$ cat config.mk
export PLATFORM = sky130hd
export DESIGN_NAME = barrett_dispatch_flat
export DESIGN_NICKNAME = d
export VERILOG_FILES = /design/src/rtl/barrett_dispatch_if.sv /design/src/rtl/barrett_dispatch.sv /design/src/flat_wrapper.sv
export SDC_FILE = /design/constraint.sdc
export NUM_CORES = 1
export LEC_CHECK = 0
export BUFFER_PORTS_ARGS = -buffer_cell sky130_fd_sc_hd__buf_4
export CORE_MARGIN = 8
export CORE_UTILIZATION = 55
export DETAILED_ROUTE_END_ITERATION = 8
export GPL_ROUTABILITY_DRIVEN = 0
export MAX_ROUTING_LAYER = met4
export PLACE_DENSITY = 0.8
export SLEW_MARGIN = 20
export SYNTH_ARGS = -nofsm -noshare
export SYNTH_HDL_FRONTEND = slang
export SYNTH_SLANG_ARGS = --single-unit
$ cat constraint.sdc
create_clock -name clk -period 3.1 [get_ports clk]
set_input_delay 0.155 -clock clk [delete_from_list [all_inputs] [get_ports clk]]
set_output_delay 0.155 -clock clk [all_outputs]
set_load 0.01 [all_outputs]
$ cat src/rtl/barrett_dispatch_if.sv
// Signal bundle between barrett_dispatch, its word producer, the Barrett core
// and the result consumer.
interface barrett_dispatch_if #(
   parameter int DATA_WIDTH = 32,
   parameter int Q_WIDTH    = 23
);
   // in_* / out_*: a beat moves on the rising edge where valid && ready are both high;
   // valid and data hold steady until that edge, and ready never waits on valid.
   logic                  in_valid;
   logic                  in_ready;
   logic [DATA_WIDTH-1:0] in_data;
   logic                  core_start;
   logic [DATA_WIDTH-1:0] core_data;
   logic [Q_WIDTH-1:0]    core_q;
   logic                  core_done;
   logic [Q_WIDTH-1:0]    core_result;
   logic                  out_valid;
   logic                  out_ready;
   logic [Q_WIDTH-1:0]    out_data;

   modport master (
      input  in_valid, in_data, core_done, core_result, out_ready,
      output in_ready, core_start, core_data, core_q, out_valid, out_data
   );

   modport slave (
      output in_valid, in_data, core_done, core_result, out_ready,
      input  in_ready, core_start, core_data, core_q, out_valid, out_data
   );
endinterface

$ cat src/rtl/barrett_dispatch.sv
// Issue stage for the Barrett core: input FIFO, one-at-a-time start/done sequencing,
// result register, modulus register and hung-core timeout.
module barrett_dispatch #(
   parameter int DATA_WIDTH = 32,
   parameter int Q_WIDTH    = 23,
   parameter int FIFO_DEPTH = 4,
   parameter int TIMEOUT    = 15
) (
   input  logic               clk,
   input  logic               rst,
   barrett_dispatch_if.master bus,
   input  logic               q_load,
   input  logic [Q_WIDTH-1:0] q_in,
   output logic               busy,
   output logic               timeout_err,
   output logic               cfg_err,
   output logic [1:0]         state_dbg
);
   localparam int AW = $clog2(FIFO_DEPTH);
   localparam int CW = $clog2(TIMEOUT + 1);
   localparam logic [AW:0]   PTR_ONE  = 1;
   localparam logic [CW-1:0] CNT_ONE  = 1;
   localparam logic [CW-1:0] CNT_LAST = CW'(TIMEOUT - 1);

   typedef enum logic [1:0] {
      S_IDLE  = 2'd0,
      S_ISSUE = 2'd1,
      S_WAIT  = 2'd2
   } state_t;

   state_t state_q, state_d;

   logic [DATA_WIDTH-1:0] mem_q [FIFO_DEPTH];
   logic [AW:0]           wr_ptr_q, rd_ptr_q;
   logic [DATA_WIDTH-1:0] core_data_q;
   logic [Q_WIDTH-1:0]    core_q_q, out_data_q;
   logic                  out_valid_q, timeout_err_q, cfg_err_q;
   logic [CW-1:0]         wait_cnt_q;

   logic fifo_empty, fifo_full, push, pop, issue_go, drain;
   logic start, capture, abort;

   // The extra pointer MSB separates full (MSBs differ) from empty (pointers equal).
   assign fifo_empty = (wr_ptr_q == rd_ptr_q);
   assign fifo_full  = (wr_ptr_q[AW] != rd_ptr_q[AW]) &&
                       (wr_ptr_q[AW-1:0] == rd_ptr_q[AW-1:0]);
   assign push       = bus.in_valid && !fifo_full;
   assign drain      = out_valid_q && bus.out_ready;
   assign issue_go   = !fifo_empty && (!out_valid_q || bus.out_ready);
   assign pop        = (state_q == S_IDLE) && issue_go;
   assign busy       = (state_q != S_IDLE) || !fifo_empty || out_valid_q;

   always_ff @(posedge clk or posedge rst) begin
      if (rst) state_q <= S_IDLE;
      else     state_q <= state_d;
   end

   always_comb begin
      state_d = state_q;
      case (state_q)
         S_IDLE:  if (issue_go) state_d = S_ISSUE;
         S_ISSUE: state_d = S_WAIT;
         S_WAIT:  if (bus.core_done || (wait_cnt_q == CNT_LAST)) state_d = S_IDLE;
         default: state_d = S_IDLE;
      endcase
   end

   // A done arriving on the last permitted WAIT cycle still wins over the abort.
   always_comb begin
      start   = 1'b0;
      capture = 1'b0;
      abort   = 1'b0;
      case (state_q)
         S_ISSUE: start = 1'b1;
         S_WAIT: begin
            capture = bus.core_done;
            abort   = !bus.core_done && (wait_cnt_q == CNT_LAST);
         end
         default: ;
      endcase
   end

   always_ff @(posedge clk) begin
      if (push) mem_q[wr_ptr_q[AW-1:0]] <= bus.in_data;
   end

   always_ff @(posedge clk or posedge rst) begin
      if (rst) begin
         wr_ptr_q      <= '0;
         rd_ptr_q      <= '0;
         core_data_q   <= '0;
         core_q_q      <= '0;
         out_data_q    <= '0;
         out_valid_q   <= 1'b0;
         timeout_err_q <= 1'b0;
         cfg_err_q     <= 1'b0;
         wait_cnt_q    <= '0;
      end else begin
         if (push) wr_ptr_q <= wr_ptr_q + PTR_ONE;
         if (pop) begin
            rd_ptr_q    <= rd_ptr_q + PTR_ONE;
            core_data_q <= mem_q[rd_ptr_q[AW-1:0]];
         end
         if (start)                 wait_cnt_q <= '0;
         else if (state_q == S_WAIT) wait_cnt_q <= wait_cnt_q + CNT_ONE;
         if (capture) begin
            out_valid_q <= 1'b1;
            out_data_q  <= bus.core_result;
         end else if (drain) begin
            out_valid_q <= 1'b0;
         end
         if (abort) timeout_err_q <= 1'b1;
         // The modulus only changes when nothing is queued, in flight or unread.
         if (q_load) begin
            if (busy) begin
               cfg_err_q <= 1'b1;
            end else begin
               core_q_q  <= q_in;
               cfg_err_q <= 1'b0;
            end
         end
      end
   end

   assign bus.in_ready   = !fifo_full;
   assign bus.core_start = start;
   assign bus.core_data  = core_data_q;
   assign bus.core_q     = core_q_q;
   assign bus.out_valid  = out_valid_q;
   assign bus.out_data   = out_data_q;
   assign timeout_err    = timeout_err_q;
   assign cfg_err        = cfg_err_q;
   assign state_dbg      = state_q;
endmodule
$ cat src/flat_wrapper.sv
// flat-port wrapper written by rule: the top's interface ports become plain ports
module barrett_dispatch_flat 
#(
   parameter int DATA_WIDTH = 32,
   parameter int Q_WIDTH    = 23,
   parameter int FIFO_DEPTH = 4,
   parameter int TIMEOUT    = 15
)
  (clk, rst, q_load, q_in, busy, timeout_err, cfg_err, state_dbg, bus_in_valid, bus_in_data, bus_core_done, bus_core_result, bus_out_ready, bus_in_ready, bus_core_start, bus_core_data, bus_core_q, bus_out_valid, bus_out_data);
  barrett_dispatch_if #(.DATA_WIDTH(DATA_WIDTH), .Q_WIDTH(Q_WIDTH)) bus_i ();
  input  logic clk;
  input  logic rst;
  input  logic q_load;
  input  logic [Q_WIDTH-1:0] q_in;
  output logic busy;
  output logic timeout_err;
  output logic cfg_err;
  output logic [1:0] state_dbg;
  input wire logic [$bits(bus_i.in_valid)-1:0] bus_in_valid;
  input wire logic [$bits(bus_i.in_data)-1:0] bus_in_data;
  input wire logic [$bits(bus_i.core_done)-1:0] bus_core_done;
  input wire logic [$bits(bus_i.core_result)-1:0] bus_core_result;
  input wire logic [$bits(bus_i.out_ready)-1:0] bus_out_ready;
  output wire logic [$bits(bus_i.in_ready)-1:0] bus_in_ready;
  output wire logic [$bits(bus_i.core_start)-1:0] bus_core_start;
  output wire logic [$bits(bus_i.core_data)-1:0] bus_core_data;
  output wire logic [$bits(bus_i.core_q)-1:0] bus_core_q;
  output wire logic [$bits(bus_i.out_valid)-1:0] bus_out_valid;
  output wire logic [$bits(bus_i.out_data)-1:0] bus_out_data;
  assign bus_i.in_valid = bus_in_valid;
  assign bus_i.in_data = bus_in_data;
  assign bus_i.core_done = bus_core_done;
  assign bus_i.core_result = bus_core_result;
  assign bus_i.out_ready = bus_out_ready;
  assign bus_in_ready = bus_i.in_ready;
  assign bus_core_start = bus_i.core_start;
  assign bus_core_data = bus_i.core_data;
  assign bus_core_q = bus_i.core_q;
  assign bus_out_valid = bus_i.out_valid;
  assign bus_out_data = bus_i.out_data;
  barrett_dispatch #(.DATA_WIDTH(DATA_WIDTH), .Q_WIDTH(Q_WIDTH), .FIFO_DEPTH(FIFO_DEPTH), .TIMEOUT(TIMEOUT)) u_core (.clk(clk), .rst(rst), .bus(bus_i), .q_load(q_load), .q_in(q_in), .busy(busy), .timeout_err(timeout_err), .cfg_err(cfg_err), .state_dbg(state_dbg));
endmodule
==> results of run 1 <==
## through the flow
| stage | worst slack, ps | util (%) |
|---|---|---|
| finish | 667 | 76.8 |
| global route | 552 | 76.8 |
| CTS | 676 | 76.8 |
| detailed placement | 727 | 66.0 |
| global placement | 869 | 66.0 |
| floorplan | 525 | - |
## routing by layer
metal  up-vias  share of wire, %  track usage (%)
met3        37               8.1             4.83
met4         0               2.1             5.49
li1       2130                 -                -
met1      2397                41             24.9
met2       202                49             33.4
met5         -                 0                -
## sequential cells by signal, summed over array words and instances (netlist names)
register / count
u_core.wr_ptr_q: 3
u_core.state_dbg: 2
u_core.mem_q: 128
u_core.bus.out_valid: 1
u_core.bus.core_q: 23
u_core.timeout_err: 1
u_core.bus.core_data: 32
u_core.wait_cnt_q: 4
u_core.cfg_err: 1
u_core.rd_ptr_q: 3
u_core.bus.out_data: 23
## Yosys cell counts, drive strengths merged, types with 4 or more instances
library cell / instances
and2: 4
edfxtp: 128
inv: 9
nand2: 5
dfrtp: 93
o21ai: 4
nor2: 4
ha: 10
xnor2: 4
mux4: 32
buf: 13
xor2: 5
nand2b: 4
mux2: 81
## power by group
| group | internal, mW | switching (mW) |
|---|---|---|
| Sequential | 4.18 | 0.536 |
| Clock | 1.87 | 1.08 |
| Combinational | 2.33 | 1.92 |
## layout make-up
| class | instances | area (sq um) |
|---|---|---|
| sequential | 221 | 6170 |
| clock buffer | 28 | 636 |
| inverter | 9 | 36.3 |
| clock inverter | 13 | 196 |
| fill | 783 | 3510 |
| multi-input combinational | 170 | 2170 |
| timing repair buffer | 264 | 2180 |
| tap | 188 | 235 |
## worst reg2reg max path, cell delays in order (launching register included)
cell	delay, ps
sky130_fd_sc_hd__dfrtp_2	520
sky130_fd_sc_hd__xnor2_1	180
sky130_fd_sc_hd__a31oi_1	520
sky130_fd_sc_hd__and2_2	430
sky130_fd_sc_hd__buf_4	420
## how the worst min path moves through the flow
stage	depth (start not counted)	from	endpoint
floorplan	0	bus_in_data[0]	u_core.mem_q[0][0]$_DFFE_PP_
global placement	2	rst	u_core.bus.out_data[17]$_DFFE_PP0P_
detailed placement	2	rst	u_core.bus.out_data[15]$_DFFE_PP0P_
CTS	3	bus_out_ready	u_core.bus.out_valid$_DFFE_PP0P_
global route	3	bus_out_ready	u_core.bus.out_valid$_DFFE_PP0P_
finish	3	bus_out_ready	u_core.bus.out_valid$_DFFE_PP0P_
## cell families after synthesis
kind of cell / after synthesis / synth area share, %
xor gates and xnor gates: 9 / 1.19
DFF: 221 / 72.7
adders and majority gates: 10 / 1.47
AOI/OAI and AO/OA: 12 / 1.08
muxes: 114 / 20.2
buffers and inverters: 25 / 1.83
and+or+nand+nor: 25 / 1.59
==> metrics.cfg, run 1 <==
[status]
status=completed

[power]
report.power.total_mw=11.9
p_leak_nw=4.74
pwr_density_cell_mw_per_mm2=1020
max-vdd-ir-drop_mv=0.602

[placement]
post-dp-hpwl_um=11700
place_inst=771
placed_cell_area_sq_mm=0.00999
io_buffers=169

[global_routing]
grt_first_pass_wirelength_um=30400
initial_antenna_violation_count=0
grt_remaining_overflow=0
grt_usage_pct=20.3
vias_in_the_first_global_route=5332
maximum_number_of_pins_on_one_net_before_global_route_repair=52

[synthesis]
synthCells=416
netlist_top_cells_area=sky130_fd_sc_hd__edfxtp_1, sky130_fd_sc_hd__dfrtp_1, sky130_fd_sc_hd__mux4_2
synth-seq-area-share_pct=72.7
yosys_warnings=0
synth-async-reset-ratio_pct=42.1
yosysTopAreaCell=sky130_fd_sc_hd__edfxtp_1
mappedNetlistNets=510
yosys_register_bits=221
number_of_synthesized_flops_with_an_enable_pin=128
netlist_area_sq_mm=0.00849
synth_largest_type_area_fraction_pct=45.3
ys.flop_type=sky130_fd_sc_hd__edfxtp_1
postSynthAreaPerCell_sq_um=20.4
synth.distinct_cells=35

[cts]
cts_setup_buffers=0
clock_slew_at_the_register_clock_pins_of_the_worst_setup_and_hold_paths_ps=60
number_of_hold_repair_buffers_added_at_the_cts_stage=81
count_of_clock_tree_sinks=221
cts-root-buf=sky130_fd_sc_hd__clkbuf_16
clock_latency_at_the_later_pin_of_the_worst_skew_pair_ps=500
tritoncts=yes
tritoncts.num_buffers=23
clock_tree.buffer_depth=3
ctsResizeCount=0
cts_max_level=1

[timing]
finClkSkew_ps=14.0
report.final.hold_viol_count=0
max_slew.worst_pin.slew_ps=964
slew-limit-headroom_pct=35.6
max_clock_freq_mhz=411
setup_repair_after_global_routing_missed_its_margin=false
timing.final.crit_share_pct=78.5
final.setup.tns_ps=0
post-route-min-period_ps=2430
holdWs_ps=89.7
finalSetupViolCount=0
slew_viols_final=0

[setup_path]
crit_path_top_delay_cell=sky130_fd_sc_hd__dfrtp_2
crit-reg2reg-capture=u_core.mem_q[3][22]$_DFFE_PP_
cp_cell_sequence=xnor2_1 > a31oi_1 > and2_2 > buf_4
crit_path_start=u_core.rd_ptr_q[1]$_DFFE_PP0P_
r2r_cells=4
critPathKind=reg2reg
reg2reg_setup_slack_ps=670
timing.critical_path.required_ps=3250
worst-path-buf-inv=1
path_depth=4
endpoint=u_core.mem_q[3][22]$_DFFE_PP_
timing.rr.start=u_core.rd_ptr_q[1]$_DFFE_PP0P_
timing.critical_path.to_type=register
worst_setup_path_start_kind=register
arrival_ps=2590
critical-path-max-stage-delay_ps=520
cpLargestDelayFamily=flip-flops
worstPathMaxFanout=23

[detailed_routing]
final_antenna_violating_net_count=0
vias=4766
finalWirelength_um=19100
dr.pass1.iters=4
via_per_inst=5.34
avgRoutedWirePerCell_um=21.4
drcViolationCount=0
detailedRoute.firstIterationViolations=204

[final_layout]
antenna-diode-count=0
mostFrequentLayoutCells=sky130_fd_sc_hd__buf_4, sky130_fd_sc_hd__edfxtp_1, sky130_fd_sc_hd__dfrtp_1
design.final.nets=783
design_area_sq_mm=0.0116
area_growth_syn_to_layout_pct=37.0
mostFrequentLayoutCell=sky130_fd_sc_hd__buf_4
fraction_of_final_layout_cells_with_drive_strength_greater_than_1_pct=48.4
final_cell_count_no_fill=893

[floorplanning]
start_util_pct=56.1
floorplan.die.width_um=140
die_area_sq_mm=0.0197
fp.coreArea_sq_mm=0.0151
pin_count=170
site_rows=45
chipHeight_um=140

[job]
maxCapViolations=0

[worst_hold_path]
min-delay-path-class=in2reg

Note: power is estimated with default switching activity, not from simulation.
==> run 2, diff against run 1 <==
CORE_UTILIZATION = 49   (was 55)
PLACE_DENSITY = 0.75   (was 0.8)
clock period = 2.1 ns   (was 3.1 ns; I/O delays follow)
==> metrics.cfg, run 2 (synthesis results as in run 1) <==
[final_layout]
largest_register_ffs=128  ; unchanged
multi_input_gate_area_sq_mm=0.00217  ; unchanged
area_growth_syn_to_layout_pct=37.4
antenna-diode-count=0  ; unchanged
fillers=1087  ; +39%
design.final.nets=789  ; +0.77%
ff_latch_area_sq_mm=0.00617  ; unchanged
post-route-util_pct=68.2  ; -8.6 points
mostFrequentLayoutCells=sky130_fd_sc_hd__buf_4, sky130_fd_sc_hd__edfxtp_1, sky130_fd_sc_hd__dfrtp_1
mostFrequentLayoutCell=sky130_fd_sc_hd__buf_4
fraction_of_final_layout_cells_with_drive_strength_greater_than_1_pct=47.7  ; -0.62 points

[setup_path]
worst_setup_path_start_kind=register
arrival_ps=2050  ; -540 ps
critPathKind=reg2reg
crit_path_top_delay_cell=sky130_fd_sc_hd__dfrtp_1
worst-path-buf-inv=1  ; unchanged
cp_cell_sequence=xnor2_1 > a31oi_1 > and2_2 > buf_4
critical-path-max-stage-delay_ps=460  ; -60 ps
worstPathMaxFanout=14  ; -39%
reg2reg_setup_slack_ps=220  ; -440 ps
timing.critical_path.to_type=register
cpLargestDelayFamily=flip-flops
timing.critical_path.required_ps=2270  ; -980 ps

[cts]
clock_slew_at_the_register_clock_pins_of_the_worst_setup_and_hold_paths_ps=50  ; about the same
tritoncts=yes
clock_latency_at_the_later_pin_of_the_worst_skew_pair_ps=500  ; about the same
clock_tree.buffer_depth=3  ; unchanged
cts_setup_buffers=0  ; unchanged
cts-root-buf=sky130_fd_sc_hd__clkbuf_16
number_of_hold_repair_buffers_added_at_the_cts_stage=82  ; +1.2%
count_of_clock_tree_sinks=221  ; unchanged
tritoncts.num_buffers=23  ; unchanged
ctsResizeCount=0  ; unchanged
cts_max_level=1  ; unchanged

[detailed_routing]
via_per_inst=5.10  ; -4.5%
dr.pass1.iters=4  ; unchanged
drcViolationCount=0  ; unchanged
finalWirelength_um=18400  ; -4.0%
avgRoutedWirePerCell_um=19.6  ; -8.3%
vias=4765  ; -0.021%
detailedRoute.firstIterationViolations=248  ; +22%
final_antenna_violating_net_count=0  ; unchanged

[power]
combPwrFrac_pct=38.0  ; +2.4 points
sequentialPowerShare_pct=40.6  ; +1.0 points
clock_power_share_pct=21.4  ; -3.4 points
max-vdd-ir-drop_mv=0.750  ; +25%
net-switching-power_mw=5.06  ; +43%
power_switching_share_pct=29.9  ; +0.22 points
p_leak_nw=4.72  ; -0.31%
pwr_density_cell_mw_per_mm2=1450  ; +42%
internal-power_mw=11.9  ; +42%

[floorplanning]
start_util_pct=49.6  ; -6.5 points
die_area_sq_mm=0.0218  ; +11%
floorplan.die.width_um=148  ; +5.3%
chipHeight_um=148  ; +5.3%
site_rows=48  ; +6.7%
fp.coreArea_sq_mm=0.0171  ; +13%
pin_count=170  ; unchanged

[placement]
io_buffers=169  ; unchanged
preCtsSetupSlack_ps=216  ; -511 ps
post-dp-hpwl_um=11700  ; -0.56%

[timing]
report.final.hold_viol_count=0  ; unchanged
timing.final.crit_share_pct=89.3  ; +11 points
post-route-min-period_ps=1880  ; -557 ps
setup_ws_ps=224  ; -443 ps
holdWs_ps=153  ; +62.8 ps
final.setup.tns_ps=0  ; unchanged
setup_repair_after_global_routing_missed_its_margin=false
finClkSkew_ps=13.2  ; -0.837 ps
slew_viols_final=0  ; unchanged
max_clock_freq_mhz=533  ; +30%
slew-limit-headroom_pct=65.8  ; +30 points
max_slew.worst_pin.slew_ps=511  ; -453 ps
finalSetupViolCount=0  ; unchanged

[global_routing]
maximum_number_of_pins_on_one_net_before_global_route_repair=49  ; -5.8%
grt_usage_pct=17.6  ; -2.7 points
vias_in_the_first_global_route=5345  ; +0.24%
grt_remaining_overflow=0  ; unchanged
grt_first_pass_wirelength_um=29300  ; -3.6%
initial_antenna_violation_count=0  ; unchanged

[status]
status=completed

[worst_hold_path]
min-delay-path-class=in2reg

[job]
maxCapViolations=0  ; unchanged

run 2: changes by cell type in the layout (fill, tap and decap cells not counted), sizes merged:
| cell | before | now |
|---|---|---|
| buf | 183 | 188 |
| dlygate4sd3 | 81 | 82 |
| inv | 9 | 8 |
| clkinvlp | 3 | 2 |
| bufinv | 5 | 0 |
| clkbuf | 28 | 34 |
run 2: final cells by class:
cell class                      count  area share, %
Sequential cell                   221           52.9
Timing Repair Buffer              270           20.0
Tap cell                          225           2.41
Clock buffer                       34           5.54
Multi-Input combinational cell    170           18.6
Clock inverter                      6          0.236
Inverter                            9          0.322
run 2: worst reg2reg max path, delay by kind of cell, from the launching register on:
kind	cells	cell delay, ps
AO/OA/AOI/OAI	1	380
XOR/XNOR	1	180
buffers and inverters	1	260
flip-flops	1	460
AND/OR/NAND/NOR	1	260
run 2: stage by stage:
step	cell area, sq um	power (mW)	cells
2_1_floorplan	8500	10.7	416
3_3_place_gp	10200	13.1	813
3_5_place_dp	10200	13.3	813
4_1_cts	11700	17.2	935
5_1_grt	11700	17.9	935
6_report	11700	16.9	935
run 2: worst paths after layout:
path / startpoint / to / depth (start not counted)
setup / recovery: u_core.wr_ptr_q[1]$_DFFE_PP0N_ / u_core.mem_q[3][25]$_DFFE_PP_ / 4
setup reg to reg: u_core.wr_ptr_q[1]$_DFFE_PP0N_ / u_core.mem_q[3][25]$_DFFE_PP_ / 4
min in group asynchronous: rst / u_core.bus.core_data[11]$_DFFE_PP0P_ / 3
max in group asynchronous: rst / u_core.bus.out_data[15]$_DFFE_PP0P_ / 4
hold / removal: bus_in_valid / u_core.wr_ptr_q[0]$_DFFE_PP0N_ / 5
hold reg to reg: u_core.timeout_err$_DFFE_PP0P_ / u_core.timeout_err$_DFFE_PP0P_ / 1
run 2: power groups by stage:
stage               Combinational (mW)  Sequential [mW]  Clock (mW)
finish                            6.42             6.88        3.62
global route                      6.97             7.02        3.87
CTS                               6.56             6.88        3.72
detailed placement                6.40             6.94           0
global placement                  6.26             6.85           0
floorplan                         3.53             7.14           0
run 2: per-layer routing:
metal	global-route usage (%)	up-vias	part of all wire, %	routed length, um
li1	-	2153	-	-
met1	21.0	2415	40	7300
met2	29.7	172	51	9290
met3	3.67	25	7.9	1460
met4	5.30	0	1.7	306
met5	-	-	0	0
